## src/rtl/axis_pack_32to64.sv

```systemverilog
// axis_pack_32to64
//   Packs a stream of 32-bit AXI-Stream elements into 64-bit beats for the
//   L2-norm core. Consecutive element pairs share a beat (first element in
//   lane 0 = bits [31:0], second in lane 1 = bits [63:32]). Packet boundaries
//   are preserved: an odd-length packet ends in a zero-padded half beat with
//   tkeep = 0x0F. Beats carrying tlast are counted for debug.
//
// Ports
//   clock          sole clock, rising edge
//   reset          asynchronous active-low reset
//   io_in_*        32-bit element input (tdata/tvalid/tready/tlast/tuser)
//   io_out_*       64-bit beat output (tdata/tvalid/tready/tlast/tkeep/tuser)
//   io_pkt_count   number of tlast beats accepted downstream, wraps mod 2^CNT_W
module axis_pack_32to64 #(
    parameter int CNT_W = 16
) (
    input  logic             clock,
    input  logic             reset,
    input  logic [31:0]      io_in_tdata,
    input  logic             io_in_tvalid,
    output logic             io_in_tready,
    input  logic             io_in_tlast,
    input  logic             io_in_tuser,
    output logic [63:0]      io_out_tdata,
    output logic             io_out_tvalid,
    input  logic             io_out_tready,
    output logic             io_out_tlast,
    output logic [7:0]       io_out_tkeep,
    output logic             io_out_tuser,
    output logic [CNT_W-1:0] io_pkt_count
);

    typedef enum logic {
        EMPTY = 1'b0,
        HALF  = 1'b1
    } state_t;

    state_t      state;
    state_t      state_next;

    logic [31:0] lane0;
    logic [31:0] lane0_next;
    logic        lane0_user;
    logic        lane0_user_next;

    logic        out_free;
    logic        in_fire;
    logic        out_fire;

    logic        load;
    logic [63:0] beat_data;
    logic [7:0]  beat_keep;
    logic        beat_last;
    logic        beat_user;

    // Single output register stage: room exists when it is empty or draining.
    assign out_free = !io_out_tvalid || io_out_tready;

    // Ready is held low while reset is asserted, even though the emptied
    // output register would otherwise report free space.
    assign io_in_tready = reset && out_free;

    assign in_fire  = io_in_tvalid && io_in_tready;
    assign out_fire = io_out_tvalid && io_out_tready;

    // Next state, parked lane-0 element and candidate output beat.
    always_comb begin
        state_next      = state;
        lane0_next      = lane0;
        lane0_user_next = lane0_user;
        load            = 1'b0;
        beat_data       = '0;
        beat_keep       = '0;
        beat_last       = 1'b0;
        beat_user       = 1'b0;

        unique case (state)
            EMPTY: begin
                if (in_fire) begin
                    if (io_in_tlast) begin
                        // Single trailing element: emit a padded half beat.
                        load      = 1'b1;
                        beat_data = {32'h0, io_in_tdata};
                        beat_keep = 8'h0F;
                        beat_last = 1'b1;
                        beat_user = io_in_tuser;
                    end else begin
                        lane0_next      = io_in_tdata;
                        lane0_user_next = io_in_tuser;
                        state_next      = HALF;
                    end
                end
            end
            HALF: begin
                if (in_fire) begin
                    // Lane-1 tuser is dropped; the beat carries lane-0 tuser.
                    load       = 1'b1;
                    beat_data  = {io_in_tdata, lane0};
                    beat_keep  = 8'hFF;
                    beat_last  = io_in_tlast;
                    beat_user  = lane0_user;
                    state_next = EMPTY;
                end
            end
            default: begin
                state_next = EMPTY;
            end
        endcase
    end

    always_ff @(posedge clock or negedge reset) begin
        if (!reset) begin
            state      <= EMPTY;
            lane0      <= '0;
            lane0_user <= 1'b0;
        end else begin
            state      <= state_next;
            lane0      <= lane0_next;
            lane0_user <= lane0_user_next;
        end
    end

    // A new beat only loads when out_free, so a simultaneous drain and load
    // keeps valid high with no bubble, and a stalled beat is never touched.
    always_ff @(posedge clock or negedge reset) begin
        if (!reset) begin
            io_out_tvalid <= 1'b0;
            io_out_tdata  <= '0;
            io_out_tkeep  <= '0;
            io_out_tlast  <= 1'b0;
            io_out_tuser  <= 1'b0;
        end else if (load) begin
            io_out_tvalid <= 1'b1;
            io_out_tdata  <= beat_data;
            io_out_tkeep  <= beat_keep;
            io_out_tlast  <= beat_last;
            io_out_tuser  <= beat_user;
        end else if (out_fire) begin
            io_out_tvalid <= 1'b0;
        end
    end

    always_ff @(posedge clock or negedge reset) begin
        if (!reset) begin
            io_pkt_count <= '0;
        end else if (out_fire && io_out_tlast) begin
            io_pkt_count <= io_pkt_count + 1'b1;
        end
    end

endmodule

```

## config.mk

```make
export PLATFORM = sky130hd
export DESIGN_NAME = axis_pack_32to64
export DESIGN_NICKNAME = d
export VERILOG_FILES = /design/src/rtl/axis_pack_32to64.sv
export SDC_FILE = /design/constraint.sdc
export NUM_CORES = 1
export LEC_CHECK = 0
export ABC_CLOCK_PERIOD_IN_PS = 1700
export CORE_UTILIZATION = 48
export CTS_CLUSTER_DIAMETER = 50
export DETAILED_ROUTE_END_ITERATION = 10
export GPL_TIMING_DRIVEN = 0
export PLACE_DENSITY = 0.79
export SLEW_MARGIN = 20
export SYNTH_ARGS = -nofsm -noshare
export SYNTH_HDL_FRONTEND = slang
export SYNTH_SLANG_ARGS = --single-unit
```

## constraint.sdc

```tcl
create_clock -name clock -period 1.7 [get_ports clock]
set_input_delay 0.34 -clock clock [delete_from_list [all_inputs] [get_ports clock]]
set_output_delay 0.34 -clock clock [all_outputs]
set_load 0.05 [all_outputs]
```

==> metrics.csv, run 1 <==
stage;metric;value;unit
floorplanning;die_x;103;µm
clock_network;cts_tree;yes;
cells_and_area;drive_gt1_share;34.5;%
setup_path;crit_fanout;5;
timing;fin_crit;1.67;ns
placed_design;dp_hpwl;8290;µm
floorplanning;die_h;103;µm
timing;final_max_slew_viol_count;0;
placed_design;routabilityCongestion;0.738;
routing;drc;0;
setup_path;cp-start-kind;flop;
setup_path;crit_arrival;1.33;ns
cells_and_area;diodes;0;
clock_network;cts_hold_buffers;3;
cells_and_area;nNetsFinal;572;
cells_and_area;areaGrowthSynthToFinish;45.3;%
clock_network;cts.path.max_buffers;2;
min_path;hold_class;in2async;
routing;drtAntennaViolNets;0;
clock_network;cts_max_level;4;
clock_network;worst_skew_pair.late_latency;0.51;ns
logic_synthesis;synth_fp_nets;418;
routing;vias;3848;
logic_synthesis;syn_area_per_cell;13.0;µm²
logic_synthesis;ys_seq_elements;119;
timing;rsz0062_at_grt;yes;
global_routing;grt_pass1_wl;20300;µm
cells_and_area;design_area;7140;µm²
clock_network;cts.sinks;119;
run_status;status;finished with violations;
timing;setup_violations;0;
run;drv_cap;0;
routing;wl_per_cell;19.0;µm
clock_network;path_clk_slew;0.06;ns
placed_design;pre_cts_slack;-0.652;ns
global_routing;grt_util_all_layers;25.8;%
run_status;violations;negative hold slack;
logic_synthesis;netlist.area_leader.share;60.6;%
power;p_leak;3.24;nW
logic_synthesis;synth.cell_area;4920;µm²
routing;routed_wl;12900;µm
logic_synthesis;seq_area_frac_synth;60.6;%
global_routing;antenna_found_initial;0;
routing;drtIter0Drc;147;
timing;clock.fmax;600;MHz
logic_synthesis;async_flop_share;100;%
logic_synthesis;synth_edf_count;0;
placed_design;io_buffers;128;
timing;relSlewSlack;63.3;%
routing;vias_per_cell;5.68;
timing;period_share;98.0;%
floorplanning;start_util;49.8;%
logic_synthesis;ys_warn_count;0;
logic_synthesis;synth_top_area_cell;dfrtp_1;
setup_path;worstSetupPathType;reg2out;
clock_network;cts_buffers;17;
cells_and_area;nFillCells;674;
power;ir_drop;0.843;mV
timing;fin_ws;0.0346;ns
global_routing;grt_pass1_vias;3965;
logic_synthesis;synth.distinct_cells;33;
setup_path;endpoint_kind;output pin;
placed_design;placed_cell_area;6390;µm²
routing;firstDrtPassIters;4;
setup_path;cp.required;1.36;ns
global_routing;grt-ovfl-total;0;
floorplanning;io_pins;130;
timing;whs;-0.171;ns
clock_network;cts-root-buf;clkbuf_8;
global_routing;grt_max_degree;87;
timing;worst_pin_slew;0.551;ns
logic_synthesis;syn_inst;379;
floorplanning;num_rows;36;
logic_synthesis;synthTopCellsByArea;dfrtp_1, mux2_4, o22ai_1;
logic_synthesis;synthFlopType;dfrtp_1;
floorplanning;coreArea;9860;µm²
power;power.density;1700;nW/µm²
timing;fin_skew;0.00883;ns
floorplanning;dieArea;10700;µm²
timing;final-hold-violation-count;83;
==> area by class of cell <==
cell class,count,area [µm²],share of cell area (%)
tap,133,166,2.33
inverter,3,11.3,0.158
multi-input combinational,224,1760,24.6
clock buffer,22,453,6.34
buffer,33,208,2.91
sequential,119,2980,41.7
timing repair buffer,135,1440,20.2
clock inverter,9,125,1.75
==> critical path, cell delays in order (launching register included) <==
cell,delay (ns)
dfrtp_2,0.44
nand2b_4,0.10
and2_4,0.14
buf_8,0.14
==> Yosys cell counts (4+ instances only) <==
| library cell | number |
|---|---|
| dfrtp_1 | 119 |
| o22ai_1 | 64 |
| a21oi_1 | 32 |
| a22o_1 | 32 |
| mux2_4 | 29 |
| clkbuf_1 | 13 |
| nand2_1 | 13 |
| xnor2_1 | 11 |
| buf_2 | 10 |
| buf_4 | 7 |
| nand3_1 | 5 |
| nand4_1 | 5 |
| mux2_1 | 4 |
| nor2_1 | 4 |
| xor2_1 | 4 |
==> power breakdown <==
group,internal [mW],switching (mW)
clock,2.29,1.21
combinational,1.63,2.78
sequential,3.61,0.582
total,7.53,4.57
==> sequential cells by signal, indices dropped and copies added (netlist names) <==
signal	count
io_out_tdata	64
lane0	32
io_pkt_count	16
io_out_tkeep	2
io_out_tlast	1
io_out_tuser	1
io_out_tvalid	1
lane0_user	1
state	1
==> per-layer routing <==
metal / wire, µm / vias to the layer above / GRT usage [%]
met2: 6480 / 107 / 41.0
met4: 139 / 0 / 11.3
met5: 0 / - / 0
li1: - / 1746 / -
met3: 491 / 10 / 5.17
met1: 5760 / 1985 / 34.7
==> kinds of logic after synthesis <==
family / synth area share (%)
AO/OA/AOI/OAI: 17.8
XOR/XNOR: 2.67
adder cells (fa/ha/maj): 0.254
buffers and inverters: 4.00
flip-flops: 60.6
multiplexers: 9.77
AND/OR/NAND/NOR: 4.89
==> placed cells by master (no fill, tap or decap), drive strengths merged <==
cell type	n
nand3	6
dlygate4sd3	1
nor2	4
nor2b	1
ha	1
nand4	5
clkinv	4
clkinvlp	2
bufinv	3
inv	3
nand2	14
a21oi	32
o21a	1
nor3	1
clkdlybuf4s50	35
and3	3
a31oi	1
a22o	32
dfrtp	119
o22ai	64
buf	39
nand2b	2
and4	2
clkdlybuf4s15	79
mux2	33
o22a	1
nor4	1
and2	3
o21ai	2
xor2	4
clkdlybuf4s18	1
clkbuf	35
xnor2	11
==> repair_timing <==
item | 4_1_cts | 5_1_grt
endpoints found under the setup margin | 180 | 76
setup buffers | 1 | 2
pin swaps | 1 | 1
gates resized for setup | 300 | 25
endpoints found under the hold margin | 36 | 83
==> stage by stage <==
| step | power (mW) | cells | util (%) | setup TNS, ns |
|---|---|---|---|---|
| 4_1_cts | 12.1 | 676 | 72.0 | -0.0421 |
| 2_1_floorplan | 7.13 | 379 | - | 0 |
| 3_5_place_dp | 8.74 | 641 | 64.8 | -59.35 |
| 5_1_grt | 12.6 | 678 | 72.4 | -0.0174 |
| 3_3_place_gp | 8.59 | 640 | 64.5 | -984.84 |
| 6_report | 12.1 | 678 | 72.4 | 0 |
==> worst paths after layout <==
kind,startpoint,to,slack (ns),cells after the start
setup / recovery,io_out_tvalid$_DFFE_PN0P_,io_in_tready,0.03,3
hold / removal,reset,io_out_tdata[35]$_DFFE_PN0P_,-0.17,2
hold reg to reg,io_pkt_count[15]$_DFFE_PN0P_,io_pkt_count[15]$_DFFE_PN0P_,0.47,1
max in group asynchronous,reset,io_pkt_count[0]$_DFFE_PN0P_,1.01,4
min in group clock,io_in_tlast,io_out_tuser$_DFFE_PN0P_,0.33,3
setup reg to reg,io_out_tvalid$_DFFE_PN0P_,lane0[22]$_DFFE_PN0P_,0.08,6
Note: power is estimated with default switching activity, not from simulation.
==> run 2, diff against run 1 <==
- CORE_ASPECT_RATIO: default -> 1.4
- CORE_MARGIN: default -> 4
==> run 2 against run 1 <==
The flow still finishes with violations (negative hold slack). Routed wire length rose by 6.6%. Clock skew fell by 0.0032 ns. Clock power fell by 6.3%. Register-to-register slack barely moved. Setup slack got worse by 0.016 ns. Via count rose by 1.4%. Critical endpoint is now io_out_tdata[26]. Largest power group unchanged. Highest routed layer unchanged.
==> metrics.csv, run 2 (synthesis gave the netlist of run 1 again) <==
stage;metric;value;unit;change
power;p_sw;4.57;mW;about the same
global_routing;antenna_found_initial;0;;unchanged
placed_design;routabilityCongestion;0.783;;was 0.738
floorplanning;num_rows;43;;was 36
run_status;violations;negative hold slack;;unchanged
cells_and_area;finalNonFillerCells;678;;unchanged
power;power.density;1690;nW/µm²;was 1700 nW/µm²
power;swShare;38.9;%;was 37.8%
setup_path;cp-start-kind;flop;;unchanged
setup_path;cp_cell_sequence;clkdlybuf4s15_1;;was nand2b_4, and2_4, buf_8
run;drv_cap;0;;unchanged
routing;vias_per_cell;5.75;;was 5.68
min_path;hold_class;in2async;;unchanged
setup_path;crit_slowest_cell;clkdlybuf4s15_1;;was dfrtp_2
cells_and_area;drive_gt1_share;20.4;%;was 34.5%
timing;fin_crit;1.68;ns;was 1.67 ns
timing;whs;-0.193;ns;was -0.171 ns
setup_path;crit_fanout;3;;was 5
routing;wl_met2;6930;µm;was 6480 µm
timing;rsz0062_at_grt;no;;was yes
timing;period_share;98.9;%;was 98.0%
clock_network;cts.sinks;119;;unchanged
setup_path;r2r_cells;6;;unchanged
floorplanning;die_x;93.5;µm;was 103 µm
placed_design;io_buffers;128;;unchanged
setup_path;ff2ff_setup_slack;0.07;ns;was 0.08 ns
setup_path;endpoint_kind;output pin;;unchanged
cells_and_area;largest_registers;io_out_tdata: 64 flops, lane0: 32 flops, io_pkt_count: 16 flops;;unchanged
timing;fin_skew;0.00568;ns;was 0.00883 ns
clock_network;cts.path.max_buffers;2;;unchanged
power;power;11.7;mW;was 12.1 mW
power;seqPwrFrac;35.7;%;was 34.6%
cells_and_area;nNetsFinal;571;;was 572
placed_design;place_inst;643;;was 641
setup_path;cp_top_family;buffers and inverters;;was flip-flops
global_routing;grt_max_degree;52;;was 87
routing;wl_met3;729;µm;was 491 µm
cells_and_area;largest_reg_flops;64;;unchanged
routing;routed_wl;13700;µm;was 12,900 µm
clock_network;path_clk_slew;0.05;ns;was 0.06 ns
timing;worst_pin_slew;0.548;ns;was 0.551 ns
power;cellInternalPower;7.18;mW;was 7.53 mW
global_routing;grt_pass1_wl;22300;µm;was 20,300 µm
floorplanning;start_util;49.4;%;was 49.8%
setup_path;cpPeakStageDelay;0.52;ns;was 0.44 ns
floorplanning;die_h;128;µm;was 103 µm
cells_and_area;regMostFlops;io_out_tdata;;unchanged
routing;firstDrtPassIters;4;;unchanged
clock_network;cts_buffers;17;;unchanged
clock_network;cts_tree;yes;;unchanged
clock_network;worst_skew_pair.late_latency;0.40;ns;was 0.51 ns
routing;routedLengthMet1;5750;µm;was 5760 µm
routing;drc;0;;unchanged
routing;wl_per_cell;20.2;µm;was 19.0 µm
clock_network;cts_max_level;4;;unchanged
cells_and_area;areaGrowthSynthToFinish;41.6;%;was 45.3%
clock_network;cts-root-buf;clkbuf_16;;was clkbuf_8
cells_and_area;final_cell_mix;dfrtp_1, o22ai_1, dlygate4sd2_1, clkdlybuf4s50_1;;was dfrtp_1, clkdlybuf4s15_2, o22ai_1, clkdlybuf4s50_1
setup_path;cp.required;1.36;ns;about the same
global_routing;grt-ovfl-total;0;;unchanged
timing;final-hold-violation-count;48;;was 83
routing;vias;3900;;was 3,848
setup_path;crit_arrival;1.34;ns;was 1.33 ns
setup_path;path_buf_inv;1;;unchanged
power;clkPwrFrac;27.9;%;was 28.9%
power;ir_drop;1.01;mV;was 0.843 mV
cells_and_area;diodes;0;;unchanged
floorplanning;dieArea;11900;µm²;was 10,700 µm²
placed_design;dp_hpwl;8950;µm;was 8290 µm
routing;drtIter0Drc;227;;was 147
global_routing;grt_pass1_vias;4206;;was 3,965
power;share_comb_of_total_power;36.3;%;was 36.5%
routing;routed.top_layer;met4;;unchanged
run_status;status;finished with violations;;unchanged
global_routing;grt_util_all_layers;24.0;%;was 25.8%
timing;setup_violations;0;;unchanged
power;p_leak;3.37;nW;was 3.24 nW
timing;relSlewSlack;63.5;%;was 63.3%
setup_path;worstSetupPathType;reg2out;;unchanged
timing;final_max_slew_viol_count;0;;unchanged
timing;clock.fmax;595;MHz;was 600 MHz
floorplanning;io_pins;130;;unchanged
routing;drtAntennaViolNets;0;;unchanged
cells_and_area;layout_commonest_cell;dfrtp_1;;unchanged
setup_path;cp.depth;1;;was 3
floorplanning;coreArea;9950;µm²;was 9860 µm²
run 2: changes by cell type in the layout (fill, tap and decap cells not counted), sizes merged, moves of 2 or more:
cell / before / now
buf: 39 / 30
bufinv: 3 / 1
dlygate4sd2: 0 / 48
clkbuf: 35 / 47
clkdlybuf4s15: 79 / 32
clkinvlp: 2 / 0
run 2: path summary, 6_finish.rpt:
path,from,to
min in group clock,io_out_tready,io_out_tvalid$_DFFE_PN0P_
min,reset,io_out_tdata[60]$_DFFE_PN0P_
max reg2reg,io_out_tvalid$_DFFE_PN0P_,lane0[22]$_DFFE_PN0P_
max,io_out_tdata[26]$_DFFE_PN0P_,io_out_tdata[26]
max in group asynchronous,reset,io_out_tdata[13]$_DFFE_PN0P_
min reg2reg,io_pkt_count[13]$_DFFE_PN0P_,io_pkt_count[13]$_DFFE_PN0P_
run 2: stage by stage:
step	setup slack, ns	TNS, ns	hold WS (ns)	util, %	cell area (µm²)
floorplan	0.00604	0	0.0444	-	4920
global placement	-5.46	-998.31	0.461	64.0	6370
detailed placement	-0.743	-63.14	0.316	64.3	6400
CTS	0.00290	0	-0.150	69.7	6930
global route	0.0000633	0	-0.181	70.0	6960
finish	0.0183	0	-0.193	70.0	6960
run 2: repair_timing:
item                                    in CTS  in global routing
setup buffers                                2                  3
pin swaps                                    2                  0
gates resized for setup                    135                 52
cloned                                       1                  0
endpoints found under the setup margin     186                104
endpoints found under the hold margin       48                 48
run 2: per-layer routing:
metal  up-vias  global-route usage [%]
met5         -                       0
met4         0                    9.10
met3        20                    5.52
met2       143                    39.9
met1      2002                    30.7
li1       1735                       -
run 2: layout make-up:
cell class | instances | area, µm²
fillers | 723 | 2990
clock inverters | 4 | 45.0
well taps | 135 | 169
inverters | 3 | 11.3
repair buffers | 135 | 1290
clock buffers | 26 | 489
flip-flops and latches | 119 | 2980
plain buffers | 32 | 219
multi-input cells | 224 | 1760
run 2: power by group through the flow:
stage / clock network [mW] / logic (mW) / registers, mW
after floorplan: 0 / 1.27 / 5.86
after global placement: 0 / 4.47 / 4.16
after detailed placement: 0 / 4.56 / 4.21
after CTS: 3.31 / 4.27 / 4.17
after global routing: 3.45 / 4.47 / 4.30
final: 3.28 / 4.27 / 4.20
==> run 3, diff against run 2 <==
- CORE_ASPECT_RATIO: 1.4 -> 0.6
==> run 3 against run 2 <==
The run now ends clean. Sequential power grew 1%. Total power grew 4.6%. Non-clock buffer count grew 14. Largest cell class unchanged. Critical path depth is the same. Combinational power grew 2%. Sequential cell count is the same. Routed wire length grew 11%. Highest routed layer unchanged. Fmax grew 0.27%. Utilization grew 2.9 points. Register-to-register slack lost 0.04 ns.
==> metrics.csv, run 3 (synthesis gave the netlist of run 1 again) <==
stage;metric;value;unit;change
run_status;status;finished clean;;was finished with violations
placed_design;io_buffers;128;;unchanged
global_routing;grt_pass1_wl;23800;µm;was 22,300 µm
power;clkPwrFrac;29.7;%;was 27.9%
clock_network;cts_buffers;17;;unchanged
cells_and_area;layout_commonest_cell;dfrtp_1;;unchanged
cells_and_area;regMostFlops;io_out_tdata;;unchanged
clock_network;cts.sinks;119;;unchanged
setup_path;crit_arrival;1.34;ns;about the same
floorplanning;die_x;139;µm;was 93.5 µm
floorplanning;die_h;86.4;µm;was 128 µm
clock_network;worst_skew_pair.late_latency;0.41;ns;was 0.40 ns
setup_path;cp.required;1.36;ns;about the same
routing;drtAntennaViolNets;0;;unchanged
setup_path;crit_fanout;3;;unchanged
power;seqPwrFrac;34.7;%;was 35.7%
setup_path;path_buf_inv;1;;unchanged
setup_path;crit_slowest_cell;dlygate4sd2_1;;was clkdlybuf4s15_1
global_routing;grt_util_all_layers;25.6;%;was 24.0%
cells_and_area;final_cell_mix;dfrtp_1, o22ai_1, clkbuf_2, clkdlybuf4s50_1, dlygate4sd2_1;;was dfrtp_1, o22ai_1, dlygate4sd2_1, clkdlybuf4s50_1
clock_network;cts.path.max_buffers;2;;unchanged
setup_path;cp_top_family;buffers and inverters;;unchanged
global_routing;grt_max_degree;58;;was 52
setup_path;cp_cell_sequence;dlygate4sd2_1;;was clkdlybuf4s15_1
cells_and_area;nNetsFinal;585;;was 571
timing;fin_skew;0.0142;ns;was 0.00568 ns
setup_path;cp-start-kind;flop;;unchanged
clock_network;cts_max_level;4;;unchanged
timing;relSlewSlack;58.5;%;was 63.5%
routing;firstDrtPassIters;4;;unchanged
timing;final_max_slew_viol_count;0;;unchanged
setup_path;endpoint_kind;output pin;;unchanged
placed_design;routabilityCongestion;0.788;;was 0.783
routing;drc;0;;unchanged
run;drv_cap;0;;unchanged
placed_design;dp_hpwl;9580;µm;was 8950 µm
cells_and_area;finalNonFillerCells;694;;was 678
timing;fin_crit;1.68;ns;about the same
floorplanning;coreArea;9910;µm²;was 9950 µm²
global_routing;antenna_found_initial;0;;unchanged
floorplanning;io_pins;130;;unchanged
floorplanning;dieArea;12000;µm²;was 11,900 µm²
floorplanning;num_rows;28;;was 43
power;p_sw;4.78;mW;was 4.57 mW
timing;setup_violations;0;;unchanged
power;power.density;1700;nW/µm²;was 1690 nW/µm²
global_routing;grt-ovfl-total;0;;unchanged
power;share_comb_of_total_power;35.6;%;was 36.3%
power;swShare;38.9;%;about the same
min_path;hold_class;in2async;;unchanged
cells_and_area;largest_reg_flops;64;;unchanged
power;power;12.3;mW;was 11.7 mW
cells_and_area;largest_registers;io_out_tdata: 64 flops, lane0: 32 flops, io_pkt_count: 16 flops;;unchanged
power;p_leak;3.47;nW;was 3.37 nW
setup_path;worstSetupPathType;reg2out;;unchanged
routing;drtIter0Drc;350;;was 227
timing;final-hold-violation-count;0;;was 48
routing;vias_per_cell;5.83;;was 5.75
timing;fin_ws;0.0228;ns;was 0.0183 ns
floorplanning;start_util;49.6;%;was 49.4%
timing;rsz0062_at_grt;yes;;was no
placed_design;pre_cts_slack;-0.838;ns;was -0.743 ns
clock_network;cts-root-buf;clkbuf_16;;unchanged
clock_network;path_clk_slew;0.05;ns;about the same
power;cellInternalPower;7.51;mW;was 7.18 mW
cells_and_area;drive_gt1_share;28.6;%;was 20.4%
clock_network;cts_tree;yes;;unchanged
timing;worst_pin_slew;0.622;ns;was 0.548 ns
cells_and_area;areaGrowthSynthToFinish;46.9;%;was 41.6%
routing;vias;4049;;was 3,900
power;ir_drop;0.940;mV;was 1.01 mV
setup_path;cpPeakStageDelay;0.55;ns;was 0.52 ns
timing;clock.fmax;596;MHz;was 595 MHz
cells_and_area;diodes;0;;unchanged
timing;whs;0.0228;ns;was -0.193 ns
timing;timing.setup.tns;0;ns;unchanged
timing;period_share;98.7;%;was 98.9%
routing;wl_per_cell;22.0;µm;was 20.2 µm
placed_design;place_inst;643;;unchanged
global_routing;grt_pass1_vias;4272;;was 4,206
routing;routed_wl;15300;µm;was 13,700 µm
run 3: cell count changes in the layout (fill, tap and decap cells not counted), moves of 4 or more:
cell,before,now
clkdlybuf4s15_1,24,15
buf_12,2,6
o22ai_2,0,5
clkdlybuf4s15_2,8,12
clkbuf_1,16,10
o22ai_1,64,59
clkbuf_2,11,34
dlygate4sd2_1,48,34
run 3: power by group through the flow:
stage / Combinational (mW) / Sequential, mW / Clock, mW
floorplan: 1.27 / 5.86 / 0
global placement: 4.47 / 4.17 / 0
global route: 4.57 / 4.34 / 3.86
CTS: 4.39 / 4.21 / 3.68
detailed placement: 4.59 / 4.23 / 0
finish: 4.37 / 4.26 / 3.65
run 3: per-stage QoR:
step	instance area, µm²	util, %
after floorplan	4920	-
after global placement	6370	64.2
after detailed placement	6400	64.5
after CTS	7160	72.2
after global routing	7220	72.8
final	7220	72.8
run 3: final cells by class:
type / instances / area [µm²]
plain buffers: 32 / 238
clock buffers: 24 / 482
clock inverters: 8 / 120
fillers: 678 / 2700
inverters: 3 / 11.3
multi-input cells: 224 / 1810
flip-flops and latches: 119 / 2980
well taps: 135 / 169
repair buffers: 149 / 1410
run 3: timing repair:
action,CTS,global route
resized for setup,168,75
cloned,2,1
setup buffers,10,0
endpoints found under the setup margin,191,68
endpoints found under the hold margin,55,55
pin swaps,2,0
run 3: path summary, 6_finish.rpt:
kind	depth (start not counted)	from	endpoint	slack, ns
max reg2reg	7	io_out_tvalid$_DFFE_PN0P_	lane0[26]$_DFFE_PN0P_	0.03
max in group asynchronous	4	reset	io_pkt_count[0]$_DFFE_PN0P_	0.89
min reg2reg	1	io_out_tdata[55]$_DFFE_PN0P_	io_out_tdata[55]$_DFFE_PN0P_	0.49
max	1	io_out_tdata[31]$_DFFE_PN0P_	io_out_tdata[31]	0.02
min in group clock	3	io_in_tlast	io_out_tdata[0]$_DFFE_PN0P_	0.42
min	2	reset	io_out_tdata[60]$_DFFE_PN0P_	0.02
run 3: routing by layer:
layer  global-route usage [%]  share of wire, %
met1                     35.0                45
met2                     39.9                47
met5                        0                 0
met4                     6.39              0.76
met3                     8.88               7.6
